## src/rtl/arm_pkg.sv

```systemverilog
// -----------------------------------------------------------------------------
// arm_pkg
// Types and constants shared by the fetch front end.
//   word_t        : 32-bit machine word
//   NOP_WORD      : MOV r0,r0, presented when no instruction is available
//   fetch_state_t : fetch sequencer states
//   fetch_entry_t : one fetch FIFO entry {pc, instr}
// -----------------------------------------------------------------------------
package arm_pkg;

    typedef logic [31:0] word_t;

    localparam word_t NOP_WORD = 32'hE1A0_0000;

    typedef enum logic [1:0] {
        FETCH,
        WAIT,
        DISCARD
    } fetch_state_t;

    typedef struct packed {
        word_t pc;     // fetch address + 4
        word_t instr;  // instruction word returned by memory
    } fetch_entry_t;

endpackage

```

## src/rtl/instr_fetch_unit_if.sv

```systemverilog
// -----------------------------------------------------------------------------
// instr_fetch_unit_if
// Instruction-memory request/acknowledge bus.
//   imem_req   : request valid (fetch side drives)
//   imem_addr  : word-aligned byte address (fetch side drives)
//   imem_ack   : one-cycle response strobe (memory drives)
//   imem_rdata : instruction word, valid with imem_ack (memory drives)
// Modports: master = fetch unit, slave = instruction memory.
// -----------------------------------------------------------------------------
interface instr_fetch_unit_if;
    import arm_pkg::*;

    logic  imem_req;
    word_t imem_addr;
    logic  imem_ack;
    word_t imem_rdata;

    modport master (output imem_req, output imem_addr, input imem_ack, input imem_rdata);
    modport slave  (input imem_req, input imem_addr, output imem_ack, output imem_rdata);

endinterface

```

## src/rtl/fetch_fifo.sv

```systemverilog
// -----------------------------------------------------------------------------
// fetch_fifo
// DEPTH-entry synchronous FIFO of {pc, instr} entries.
//   clk, rst : clock, asynchronous active-low reset
//   push     : write wr_data at the tail
//   pop      : drop the head entry
//   flush    : empty the FIFO; wins over push and pop
//   wr_data  : entry to write
//   head     : current head entry (meaningful only while count != 0)
//   count    : number of valid entries, 0..DEPTH
// The caller never pushes when full nor pops when empty.
// -----------------------------------------------------------------------------
module fetch_fifo
    import arm_pkg::*;
#(
    parameter int DEPTH = 2
) (
    input  logic                     clk,
    input  logic                     rst,
    input  logic                     push,
    input  logic                     pop,
    input  logic                     flush,
    input  fetch_entry_t             wr_data,
    output fetch_entry_t             head,
    output logic [$clog2(DEPTH):0]   count
);

    localparam int PW = $clog2(DEPTH);

    logic [PW-1:0] wr_ptr;
    logic [PW-1:0] rd_ptr;
    fetch_entry_t  mem [DEPTH];

    // NOTE: sequential state is updated only with non-blocking assignments so
    // every register samples values from before the clock edge.
    always_ff @(posedge clk or negedge rst) begin
        if (!rst) begin
            wr_ptr <= '0;
            rd_ptr <= '0;
            count  <= '0;
        end else if (flush) begin
            wr_ptr <= '0;
            rd_ptr <= '0;
            count  <= '0;
        end else begin
            if (push) wr_ptr <= wr_ptr + 1'b1;
            if (pop)  rd_ptr <= rd_ptr + 1'b1;
            case ({push, pop})
                2'b10:   count <= count + 1'b1;
                2'b01:   count <= count - 1'b1;
                default: count <= count;
            endcase
        end
    end

    // NOTE: the storage array carries no reset; an entry is only ever read
    // after it has been written, and count alone says which entries are live.
    always_ff @(posedge clk) begin
        if (push && !flush) mem[wr_ptr] <= wr_data;
    end

    assign head = mem[rd_ptr];

endmodule

```

## src/rtl/instr_fetch_unit.sv

```systemverilog
// -----------------------------------------------------------------------------
// instr_fetch_unit
// Fetch stage: generates the program counter, requests words from instruction
// memory over a req/ack bus, buffers them in a small FIFO and presents the
// head {pc, instruction} to decode. Honours decode freeze and redirects on a
// taken branch, dropping wrong-path words including an in-flight response.
//   clk, rst     : clock, asynchronous active-low reset (shared with memory)
//   freeze       : decode stall; head entry is held
//   branch_taken : redirect request from execute
//   branch_addr  : redirect byte address
//   imem         : instruction-memory bus (master side)
//   inst_valid   : head entry valid
//   instruction  : head instruction, NOP_WORD when empty
//   pc           : head fetch address + 4, 0 when empty
// -----------------------------------------------------------------------------
module instr_fetch_unit
    import arm_pkg::*;
#(
    parameter int    DEPTH    = 2,
    parameter word_t RESET_PC = 32'h0000_0000,
    parameter word_t NOP_WORD = arm_pkg::NOP_WORD
) (
    input  logic                      clk,
    input  logic                      rst,
    input  logic                      freeze,
    input  logic                      branch_taken,
    input  word_t                     branch_addr,
    instr_fetch_unit_if.master        imem,
    output logic                      inst_valid,
    output word_t                     instruction,
    output word_t                     pc
);

    localparam int CW = $clog2(DEPTH) + 1;

    fetch_state_t  state;
    word_t         fetch_pc;   // next address to fetch
    word_t         held_addr;  // address of the outstanding request
    logic [CW-1:0] count;
    fetch_entry_t  head;
    fetch_entry_t  wr_entry;
    logic          req;
    logic          ack;
    logic          push;
    logic          pop;

    // NOTE: every signal written in an always_comb gets a default first so
    // no path leaves it unassigned and no latch is inferred.
    always_comb begin
        req = 1'b0;
        unique case (state)
            FETCH:         req = (count < CW'(DEPTH));
            WAIT, DISCARD: req = 1'b1;
            default:       req = 1'b0;
        endcase
    end

    // Requests are masked while reset is held so the bus idles; the request
    // may then rise in the very first cycle after reset is released.
    assign imem.imem_req  = rst && req;
    // In FETCH the live fetch_pc is on the bus; once a request is outstanding
    // the bus keeps the issued address even if a branch moves fetch_pc.
    assign imem.imem_addr = (state == FETCH) ? fetch_pc : held_addr;

    assign ack  = imem.imem_ack && req;
    assign push = ack && (state != DISCARD) && !branch_taken;
    assign pop  = inst_valid && !freeze && !branch_taken;

    always_comb begin
        wr_entry       = '0;
        wr_entry.pc    = fetch_pc + 32'd4;
        wr_entry.instr = imem.imem_rdata;
    end

    always_ff @(posedge clk or negedge rst) begin
        if (!rst) begin
            state     <= FETCH;
            fetch_pc  <= RESET_PC;
            held_addr <= RESET_PC;
        end else begin
            if (state == FETCH) held_addr <= fetch_pc;

            if (branch_taken) begin
                // A request left unanswered this cycle must still be drained.
                fetch_pc <= {branch_addr[31:2], 2'b00};
                state    <= (req && !ack) ? DISCARD : FETCH;
            end else begin
                if (push) fetch_pc <= fetch_pc + 32'd4;
                unique case (state)
                    FETCH:   if (req && !ack) state <= WAIT;
                    WAIT:    if (ack)         state <= FETCH;
                    DISCARD: if (ack)         state <= FETCH;
                    default:                  state <= FETCH;
                endcase
            end
        end
    end

    fetch_fifo #(
        .DEPTH (DEPTH)
    ) u_fifo (
        .clk     (clk),
        .rst     (rst),
        .push    (push),
        .pop     (pop),
        .flush   (branch_taken),
        .wr_data (wr_entry),
        .head    (head),
        .count   (count)
    );

    always_comb begin
        inst_valid  = (count != '0);
        instruction = inst_valid ? head.instr : NOP_WORD;
        pc          = inst_valid ? head.pc    : 32'd0;
    end

endmodule

```

## src/flat_wrapper.sv

```systemverilog
// flat-port wrapper written by rule: the top's interface ports become plain ports
module instr_fetch_unit_flat import arm_pkg::*;
#(
    parameter int    DEPTH    = 2,
    parameter word_t RESET_PC = 32'h0000_0000,
    parameter word_t NOP_WORD = arm_pkg::NOP_WORD
)
  (clk, rst, freeze, branch_taken, branch_addr, inst_valid, instruction, pc, imem_imem_req, imem_imem_addr, imem_imem_ack, imem_imem_rdata);
  instr_fetch_unit_if imem_i ();
  input  logic clk;
  input  logic rst;
  input  logic freeze;
  input  logic branch_taken;
  input  word_t branch_addr;
  output logic inst_valid;
  output word_t instruction;
  output word_t pc;
  output wire logic [$bits(imem_i.imem_req)-1:0] imem_imem_req;
  output wire logic [$bits(imem_i.imem_addr)-1:0] imem_imem_addr;
  input wire logic [$bits(imem_i.imem_ack)-1:0] imem_imem_ack;
  input wire logic [$bits(imem_i.imem_rdata)-1:0] imem_imem_rdata;
  assign imem_imem_req = imem_i.imem_req;
  assign imem_imem_addr = imem_i.imem_addr;
  assign imem_i.imem_ack = imem_imem_ack;
  assign imem_i.imem_rdata = imem_imem_rdata;
  instr_fetch_unit #(.DEPTH(DEPTH), .RESET_PC(RESET_PC), .NOP_WORD(NOP_WORD)) u_core (.clk(clk), .rst(rst), .freeze(freeze), .branch_taken(branch_taken), .branch_addr(branch_addr), .imem(imem_i), .inst_valid(inst_valid), .instruction(instruction), .pc(pc));
endmodule
```

## config.mk

```make
export PLATFORM = sky130hd
export DESIGN_NAME = instr_fetch_unit_flat
export DESIGN_NICKNAME = d
export VERILOG_FILES = /design/src/rtl/arm_pkg.sv /design/src/rtl/instr_fetch_unit_if.sv /design/src/rtl/fetch_fifo.sv /design/src/rtl/instr_fetch_unit.sv /design/src/flat_wrapper.sv
export SDC_FILE = /design/constraint.sdc
export NUM_CORES = 1
export LEC_CHECK = 0
export ABC_CLOCK_PERIOD_IN_PS = 5800
export BUFFER_PORTS_ARGS = -buffer_cell sky130_fd_sc_hd__buf_2
export CELL_PAD_IN_SITES_DETAIL_PLACEMENT = 1
export CELL_PAD_IN_SITES_GLOBAL_PLACEMENT = 2
export CORE_UTILIZATION = 34
export CTS_CLUSTER_SIZE = 16
export DETAILED_ROUTE_END_ITERATION = 12
export GPL_ROUTABILITY_DRIVEN = 0
export GPL_TIMING_DRIVEN = 0
export PLACE_DENSITY = 0.8
export SYNTH_ARGS = -nofsm -noshare
export SYNTH_HDL_FRONTEND = slang
export SYNTH_SLANG_ARGS = --single-unit
```

## constraint.sdc

```tcl
create_clock -name clk -period 5.8 [get_ports clk]
set_input_delay 1.74 -clock clk [delete_from_list [all_inputs] [get_ports clk]]
set_output_delay 1.74 -clock clk [all_outputs]
set_load 0.01 [all_outputs]
```

==> flow_metrics.tcl <==
set metrics [dict create \
    status "finished, final reports clean" \
    skew_ns 0.0119 \
    rsz0062_at_grt "false" \
    cts_root_buffer "clkbuf_16" \
    insertion_delay_ns 0.43 \
    stdcell_area_um2 10500 \
    drc_errors 0 \
    max_freq_mhz 228 \
    synth_cell_types 42 \
    slew-limit-headroom_pct 39.8 \
    synth-edff-count 124 \
    hold_class "register to register" \
    cts-buffers-inserted 17 \
    path_cells "buf_4 > buf_16 > nor3b_1 > buf_2" \
    grt_pass1_wl_um 32700 \
    crit_start "rst" \
    routed_wl_um 20800 \
    fin_nets 904 \
    worst_slew_pin_slew_ns 0.900 \
    place_ws_ns 1.38 \
    slowest_delay_ns 0.29 \
    p_per_area_nw_per_um2 424 \
    diodes 0 \
    drt_first_pass_iters 4 \
    post-synth-top-count-cell "edfxtp_1" \
    vdd_ir_drop_max_mv 0.178 \
    crit_buf_inv 3 \
    io_pins 167 \
    synth_common_cells "124 x edfxtp_1, 72 x nor2_1, 68 x dfrtp_1" \
    cts_tree "yes" \
    gr-max-usage-layer "met2" \
    reg2reg_from "u_core.state[0]" \
    cts_max_path_buffers 2 \
    timing.setup.tns_ns 0 \
    finalHoldViolations 0 \
    crit_required_ns 4.06 \
    drive_above_1_share_pct 31.2 \
    die_area_um2 25700 \
    cts-resized-gates 0 \
    yosysWarnings 0 \
    hold_buffers 0 \
    gr-total-overflow 0 \
    avgSynthCellArea_um2 13.3 \
    worst_slack_ns 1.41 \
    use_met3_pct 3.15 \
    io_buffers 161 \
    placed_cell_area_um2 9910 \
    rrSetupSlack_ns 2.78 \
    grt_usage_pct 16.6 \
    syn_area_um2 8520 \
    worstSetupStartpointType "input port" \
    clkSinkCount 192 \
    netlist_instances 642 \
    cap_violations 0 \
    grt_pass1_vias 5839 \
    endpoint_kind "primary output" \
    post-cts-setup-buffers 0 \
    ys.flop_type "edfxtp_1" \
    min_path_cells 1 \
    grtUsageMet1_pct 22.1 \
    drt-wirelength-per-cell_um 17.8 \
    antenna_found_initial 0 \
    num_rows 57 \
    h-tree-depth 4 \
    initial_utilization_pct 34.8 \
    hpwl_um 15300 \
    min_period_over_period_pct 75.7 \
    area_growth_pct 23.8 \
    ys_seq_elements 192 \
    reg2reg_depth 9 \
    slowest_stage "buf_16" \
    drt_iter0_drc 293 \
    crit_type "input port to primary output" \
    crit_arrival_ns 2.65 \
    route.vias.total 5529 \
    critPathTopFamily "buffers and inverters" \
    drv_slew 0 \
    grt_max_degree 69 \
    netlist.area_leader.share_pct 43.7 \
    synth_largest_area_cell "edfxtp_1" \
    dieWidth_um 160 \
    ys_seq_area_share_pct 63.7 \
    whs_ns 0.496 \
    ant_nets 0 \
    viasPerCell 4.73 \
    min_from "u_core.held_addr[29]" \
    fin_crit_ns 4.39 \
    grtUsageMet2_pct 27.6 \
    p_leak_nw 4.14 \
    clk_pin_slew_ns 0.07 \
    die_h_um 160 \
    synth_area_leaders "edfxtp_1 44%, dfrtp_1 20%, mux2i_1 7.4%" \
    core_um2 24500 \
    worstSetupPathDepth 4 \
    synthArstFlopShare_pct 35.4 \
    path_max_fanout 68 \
    setup_viol 0 \
]
[routing by layer]
metal	vias up	wire [um]
met4	0	277
met3	18	831
met5	-	0
li1	2650	-
met1	2730	9600
met2	131	10100
[worst reg2reg max path: stages, from the launching register on]
cell,delay (ns)
dfrtp_1,0.42
inv_1,0.09
ha_1,0.14
buf_2,0.25
nor2b_1,0.25
o21ai_0,0.20
buf_6,0.24
nor3_4,0.70
buf_8,0.26
buf_16,0.18
[path summary, 6_finish.rpt]
path                                            to
setup / recovery                     imem_imem_req
hold / removal                u_core.held_addr[29]
setup reg to reg           u_core.u_fifo.mem[0][7]
hold reg to reg               u_core.held_addr[29]
max in group asynchronous      u_core.fetch_pc[31]
min in group asynchronous     u_core.held_addr[29]
[cells in the final DEF (no fill, tap or decap), types with 2 or more instances in the layout]
cell type / netlist / final
a21oi_1: 5 / 5
and3_1: 4 / 4
and4_1: 5 / 5
buf_1: 9 / 9
buf_16: 0 / 3
buf_2: 8 / 168
buf_4: 3 / 4
buf_6: 8 / 9
buf_8: 0 / 4
bufinv_16: 0 / 4
clkbuf_1: 15 / 15
clkbuf_16: 0 / 17
conb_1: 1 / 2
dfrtp_1: 68 / 68
edfxtp_1: 124 / 124
ha_1: 4 / 4
inv_1: 8 / 8
inv_6: 0 / 5
mux2_2: 32 / 32
mux2i_1: 63 / 63
nand2_1: 55 / 55
nand3_1: 15 / 15
nand4_1: 14 / 14
nand4b_1: 2 / 2
nor2_1: 72 / 72
nor2b_1: 3 / 3
nor3_1: 7 / 6
nor3b_1: 4 / 3
nor4_1: 3 / 3
nor4_4: 5 / 5
o21ai_0: 28 / 28
o21ai_1: 4 / 4
or3_1: 2 / 2
xnor2_1: 27 / 27
xor2_1: 32 / 32
[layout make-up]
cell class                 instances  area (um2)
timing repair buffer             169         962
clock inverter                    15         205
fill                            2606       13900
multi-input combinational        398        2830
clock buffer                      17         425
inverter                           8        30.0
buffer                            45         262
tap                              324         405
sequential                       192        5430
[state kept, by name, summed over array words and instances (netlist names)]
signal	cells
u_core.state	2
u_core.u_fifo.count	2
u_core.held_addr	32
u_core.u_fifo.wr_ptr	1
u_core.fetch_pc	30
u_core.u_fifo.mem	124
u_core.u_fifo.rd_ptr	1
[power by group]
group,internal (mW),switching (mW)
sequential,1.74,0.0907
clock,0.730,0.528
combinational,0.557,0.823
total,3.03,1.44
[cell families after synthesis]
group / after synthesis / share of synthesized area (%)
other: 1 / 0.0440
XOR/XNOR: 59 / 6.06
AND/OR/NAND/NOR: 198 / 12.1
flip-flops: 192 / 63.7
buffers and inverters: 53 / 3.42
adder cells (fa/ha/maj): 4 / 0.587
multiplexers: 95 / 11.6
AO/OA/AOI/OAI: 40 / 2.44
[through the flow]
stage | power, mW | std cells | util [%]
after floorplan | 2.70 | 643 | -
after global placement | 3.20 | 1128 | 39.8
after detailed placement | 3.27 | 1136 | 40.5
after CTS | 4.54 | 1168 | 43.1
after global routing | 4.70 | 1168 | 43.1
final | 4.47 | 1168 | 43.1
No activity file was read; power rests on OpenSTA's default activity.
